### config.mk
export PLATFORM = sky130hd
export DESIGN_NAME = serial_tx
export DESIGN_NICKNAME = d
export VERILOG_FILES = /design/src/rtl/serial_tx.sv
export SDC_FILE = /design/constraint.sdc
export NUM_CORES = 1
export LEC_CHECK = 0
export CORE_MARGIN = 2
export CORE_UTILIZATION = 46
export DETAILED_ROUTE_END_ITERATION = 8
export DONT_BUFFER_PORTS = 1
export PLACE_DENSITY = 0.64
export SYNTH_ARGS = -nofsm -noshare
export SYNTH_HDL_FRONTEND = slang
export SYNTH_SLANG_ARGS = --single-unit
### constraint.sdc
create_clock -name clk -period 1.9 [get_ports clk]
set_clock_uncertainty 0.1 [all_clocks]
set_input_delay 0.095 -clock clk [delete_from_list [all_inputs] [get_ports clk]]
set_output_delay 0.095 -clock clk [all_outputs]
set_load 0.01 [all_outputs]
### src/rtl/serial_tx.sv
// Serial transmitter: frames a parallel payload as start, LSB-first data,
// optional even parity and stop bits on a registered, idle-high line.
module serial_tx #(
  parameter int CLKS_PER_BIT = 4,
  parameter int DATA_W       = 8,
  parameter int PARITY_EN    = 0
) (
  input  logic              clk,
  input  logic              reset,
  input  logic [DATA_W-1:0] tx_data,
  input  logic              tx_valid,
  output logic              tx_ready,
  output logic              tx_out,
  output logic              tx_busy,
  output logic              tx_done
);

  localparam int CNT_W = (CLKS_PER_BIT > 1) ? $clog2(CLKS_PER_BIT) : 1;
  localparam int IDX_W = (DATA_W > 1) ? $clog2(DATA_W) : 1;
  localparam logic [CNT_W-1:0] CNT_LAST = CNT_W'(CLKS_PER_BIT - 1);
  localparam logic [IDX_W-1:0] IDX_LAST = IDX_W'(DATA_W - 1);

  typedef enum logic [2:0] {
    IDLE,
    START,
    DATA,
    PARITY,
    STOP
  } state_t;

  state_t            state_q, state_d;
  logic [CNT_W-1:0]  cnt_q, cnt_d;
  logic [IDX_W-1:0]  idx_q, idx_d;
  logic [DATA_W-1:0] shift_q, shift_d;
  logic [DATA_W-1:0] shifted;
  logic              parity_q, parity_d;
  logic              tx_out_q, tx_out_d;
  logic              done_q, done_d;
  logic              armed_q;
  logic              bit_end;

  // armed_q keeps tx_ready low until the first clock edge after reset release.
  always_ff @(posedge clk or posedge reset) begin
    if (reset) begin
      state_q  <= IDLE;
      cnt_q    <= '0;
      idx_q    <= '0;
      shift_q  <= '0;
      parity_q <= 1'b0;
      tx_out_q <= 1'b1;
      done_q   <= 1'b0;
      armed_q  <= 1'b0;
    end else begin
      state_q  <= state_d;
      cnt_q    <= cnt_d;
      idx_q    <= idx_d;
      shift_q  <= shift_d;
      parity_q <= parity_d;
      tx_out_q <= tx_out_d;
      done_q   <= done_d;
      armed_q  <= 1'b1;
    end
  end

  assign tx_ready = armed_q && (state_q == IDLE);
  assign tx_busy  = (state_q != IDLE);
  assign tx_out   = tx_out_q;
  assign tx_done  = done_q;

  always_comb begin
    state_d  = state_q;
    cnt_d    = cnt_q;
    idx_d    = idx_q;
    shift_d  = shift_q;
    parity_d = parity_q;
    tx_out_d = tx_out_q;
    done_d   = 1'b0;
    shifted  = shift_q >> 1;
    bit_end  = (cnt_q == CNT_LAST);

    // tx_out_d is the value of the bit being entered, so the line changes on
    // the same edge the FSM crosses a bit boundary.
    unique case (state_q)
      IDLE: begin
        tx_out_d = 1'b1;
        cnt_d    = '0;
        idx_d    = '0;
        if (tx_valid && tx_ready) begin
          state_d  = START;
          tx_out_d = 1'b0;
          shift_d  = tx_data;
          parity_d = ^tx_data;
        end
      end
      START: begin
        cnt_d = bit_end ? '0 : cnt_q + 1'b1;
        if (bit_end) begin
          state_d  = DATA;
          tx_out_d = shift_q[0];
        end
      end
      DATA: begin
        cnt_d = bit_end ? '0 : cnt_q + 1'b1;
        if (bit_end) begin
          if (idx_q == IDX_LAST) begin
            idx_d = '0;
            if (PARITY_EN != 0) begin
              state_d  = PARITY;
              tx_out_d = parity_q;
            end else begin
              state_d  = STOP;
              tx_out_d = 1'b1;
            end
          end else begin
            idx_d    = idx_q + 1'b1;
            shift_d  = shifted;
            tx_out_d = shifted[0];
          end
        end
      end
      PARITY: begin
        cnt_d = bit_end ? '0 : cnt_q + 1'b1;
        if (bit_end) begin
          state_d  = STOP;
          tx_out_d = 1'b1;
        end
      end
      STOP: begin
        cnt_d = bit_end ? '0 : cnt_q + 1'b1;
        if (bit_end) begin
          state_d  = IDLE;
          done_d   = 1'b1;
          tx_out_d = 1'b1;
        end
      end
      default: begin
        state_d  = IDLE;
        tx_out_d = 1'b1;
      end
    endcase
  end

endmodule

==> flow_metrics.tcl <==
set metrics [dict create \
    run_status "finished, final reports clean" \
    fp.dieArea_um2 2568 \
    synthDominantCellAreaShare 0.4494 \
    htree_num_levels 1 \
    path_max_fanout 8 \
    seq_area_frac_synth 0.4757 \
    route.final.wire_length_mm 1.949 \
    port-buffer-count 0 \
    final_core_utilization 0.5956 \
    place_congestion 0.7197 \
    worstPathCellList "ha_1 -> ha_1 -> inv_1 -> o2bb2ai_4 -> mux2_2" \
    timing_worst_slew_pin_value_ns 0.7082 \
    clk_pin_slew_ns 0.11 \
    area_delta_synth_final_pct 18.98 \
    final_layout_size_suffix_gt1_frac 0.3039 \
    grt_start_max_net_pins 20 \
    clockRootBuffer "sky130_fd_sc_hd__clkbuf_4" \
    clk_latency_ns 0.29 \
    synth_cell_types 32 \
    clk_path_buf_depth 2 \
    synthCells 85 \
    die_x_um 50.68 \
    yosysTopAreaCell "sky130_fd_sc_hd__dfrtp_1" \
    place.detailed.hpwl_mm 1.370 \
    critPathMostFrequentCell "sky130_fd_sc_hd__ha_1" \
    worst-setup-path-type "reg -> reg" \
    setup_viol 0 \
    synth-edff-count 0 \
    io-pin-count 15 \
    vias_after_detailed_routing 705 \
    numClockSinks 19 \
    report.final.slew_viol_count 0 \
    power.share.clock 0.128 \
    synth_mux_area_frac 0.1885 \
    core-area_um2 2002 \
    timing.final.hold_violations 0 \
    rr_worst_depth 5 \
    synth_simple_gate_area_share 0.1086 \
    slowest_delay_ns 0.41 \
    dieHeight_um 50.68 \
    dp.cells 116 \
    fin_crit_sh 0.9318 \
    synth_adder_area_share 0.03745 \
    grt_util_all_layers 0.1778 \
    complex_gate_fraction_of_the_synthesized_area 0.1473 \
    num_antenna_cells 0 \
    initial_core_util 0.5006 \
    antenna_found_initial 0 \
    count_of_warnings_emitted_by_yosys 0 \
    cts_buffers 3 \
    drv_cap 0 \
    drt-initial-drc-count 11 \
    cts_resized 0 \
    asyncSetResetFlopFracSynth 1.000 \
    vias_per_cell 5.465 \
    cp_data_arrival_time_ns 1.86 \
    synth-main-ff-cell "sky130_fd_sc_hd__dfrtp_1" \
    rsz_0062_raised_after_global_routing "false" \
    power_leakage_nw 0.5383 \
    whs_path_depth 3 \
    cts_post_setup_buffers_inserted 0 \
    cpMaxStageDelayCell "sky130_fd_sc_hd__dfrtp_1" \
    largest_family_of_logic_cells_by_synthesized_area "multiplexers" \
    rows 16 \
    final_cells 129 \
    wl_per_cell_um 15.11 \
    setup_total_negative_slack_ns 0 \
    drt_pass1_iterations 4 \
    net-switching-power_mw 0.5669 \
    switching_share 0.3562 \
    powerDensity_nw_per_um2 1335 \
    final.min_clock_period_ns 1.770 \
    ant_nets 0 \
    power.share.sequential 0.421 \
    postSynthNetCount 99 \
    internal_power_mw 1.025 \
    top_area_cells_in_the_synthesized_netlist "sky130_fd_sc_hd__dfrtp_1, sky130_fd_sc_hd__mux2_2, sky130_fd_sc_hd__ha_1" \
    drc 0 \
    mappedNetlistArea_um2 1002 \
    synth_xor_area_frac 0 \
    vdd_drop_max_mv 0.6786 \
    synth-seq-cells 19 \
    timing.critical_path.from_type "flip-flop" \
    tritoncts_clock_tree "done" \
    num-nets-final 117 \
    combPwrFrac 0.451 \
    global_route_wire_length_before_repair_mm 3.346 \
    synth_area_per_inst_um2 11.79 \
    max_freq_mhz 564.8 \
    first_global_vias 736 \
    worst_setup_path_end_kind "flip-flop" \
    slew_headroom 0.5274 \
    grt-ovfl-total 0 \
    worst_hold_path_type "in -> reg" \
    worst_ep_required_time_ns 1.99 \
]
through the flow:
stage               instance area (um^2)  power [mW]  setup WS [ns]  hold WS [ns]
finish                              1192       1.591         0.1296        0.1077
global route                        1192       1.723        0.05596        0.1018
CTS                                 1192       1.606         0.1120        0.1012
detailed placement                  1076       1.384         0.1488       0.04054
global placement                    1076       1.350         0.2029       0.02934
floorplan                           1002       1.166         0.2486      -0.05461
worst max-delay path, delay by kind of cell (launching register included):
kind                       cells  cell delay (ns)
muxes                          1             0.37
buffers and inverters          1             0.13
AOI/OAI and AO/OA              1             0.19
adders and majority gates      2             0.46
DFF                            1             0.41
layout by cell type (no fill, tap or decap):
cell type                        n
sky130_fd_sc_hd__nor4b_1         1
sky130_fd_sc_hd__and3_1          1
sky130_fd_sc_hd__mux2_2         15
sky130_fd_sc_hd__clkbuf_1        1
sky130_fd_sc_hd__nor2_1          5
sky130_fd_sc_hd__a32o_1          1
sky130_fd_sc_hd__o211ai_1        1
sky130_fd_sc_hd__o2bb2ai_4       1
sky130_fd_sc_hd__dfstp_2         1
sky130_fd_sc_hd__conb_1          1
sky130_fd_sc_hd__o22ai_1         1
sky130_fd_sc_hd__nor4_1          1
sky130_fd_sc_hd__a21oi_1         2
sky130_fd_sc_hd__o2bb2ai_1       1
sky130_fd_sc_hd__and2_1          1
sky130_fd_sc_hd__o31ai_1         2
sky130_fd_sc_hd__nor3b_1         1
sky130_fd_sc_hd__nand3_1         1
sky130_fd_sc_hd__nor3b_2         1
sky130_fd_sc_hd__and4bb_4        1
sky130_fd_sc_hd__buf_4           8
sky130_fd_sc_hd__mux2i_1         2
sky130_fd_sc_hd__clkbuf_4        3
sky130_fd_sc_hd__dfrtp_1        18
sky130_fd_sc_hd__o21ai_0         5
sky130_fd_sc_hd__a31oi_1         1
sky130_fd_sc_hd__a22o_1          1
sky130_fd_sc_hd__nand2_1         3
sky130_fd_sc_hd__dlygate4sd3_1   9
sky130_fd_sc_hd__nor3_2          1
sky130_fd_sc_hd__a21o_1          3
sky130_fd_sc_hd__inv_1           5
sky130_fd_sc_hd__ha_1            3
worst paths after layout:
| path | endpoint | start | slack, ns |
|---|---|---|---|
| min in group asynchronous | shift_q[6] | reset | 0.25 |
| worst min-delay path | shift_q[7] | tx_valid | 0.11 |
| worst max register to register | shift_q[6] | idx_q[0] | 0.13 |
| worst max-delay path | shift_q[6] | idx_q[0] | 0.13 |
| max in group asynchronous | idx_q[2] | reset | 1.01 |
| worst min register to register | idx_q[1] | idx_q[1] | 0.42 |
area by class of cell:
| class | count | area [um^2] |
|---|---|---|
| fillers | 170 | 809.5 |
| multi-input cells | 57 | 486.7 |
| flip-flops and latches | 19 | 476.7 |
| repair buffers | 17 | 150.1 |
| well taps | 27 | 33.78 |
| clock buffers | 4 | 26.28 |
| inverters | 5 | 18.77 |
sequential cells by signal, summed over array words and instances, names as in the netlist:
signal   cells
shift_q      8
cnt_q        2
tx_out       1
tx_done      1
armed_q      1
state_q      3
idx_q        3
cells by family (layout without fill, tap and decap cells):
group | after synthesis | after routing
AOI/OAI and AO/OA | 19 | 19
DFF | 19 | 19
muxes | 17 | 17
and+or+nand+nor | 17 | 17
buffers and inverters | 9 | 26
adders and majority gates | 3 | 3
other | 1 | 1
cells in the mapped netlist, types with 2 or more instances:
cell type and n:
sky130_fd_sc_hd__dfrtp_1 18, sky130_fd_sc_hd__o31ai_1 2, sky130_fd_sc_hd__a21oi_1 2, sky130_fd_sc_hd__ha_1 3, sky130_fd_sc_hd__clkbuf_1 2, sky130_fd_sc_hd__mux2i_1 2, sky130_fd_sc_hd__mux2_2 15, sky130_fd_sc_hd__a21o_1 3
sky130_fd_sc_hd__nand2_1 3, sky130_fd_sc_hd__nor2_1 5, sky130_fd_sc_hd__inv_1 5, sky130_fd_sc_hd__o21ai_0 5
repair_timing:
item                                    4_1_cts  5_1_grt
hold endpoints to repair                     26        0
hold buffers                                  9        0
endpoints found under the setup margin        0        0
power by group through the flow:
stage / Sequential, mW / Clock [mW] / Combinational [mW]
final: 0.669 / 0.204 / 0.717
after global placement: 0.671 / 0 / 0.679
after global routing: 0.690 / 0.232 / 0.801
after floorplan: 0.639 / 0 / 0.527
after CTS: 0.668 / 0.212 / 0.726
after detailed placement: 0.679 / 0 / 0.705
per-layer routing:
| layer | vias up | track usage | wire (um) |
|---|---|---|---|
| li1 | 346 | - | - |
| met1 | 344 | 0.2309 | 867 |
| met2 | 13 | 0.2829 | 972 |
| met3 | 2 | 0.04762 | 97 |
| met4 | 0 | 0.06757 | 13 |
| met5 | - | 0 | 0 |
Note: power is estimated with default switching activity, not from simulation.
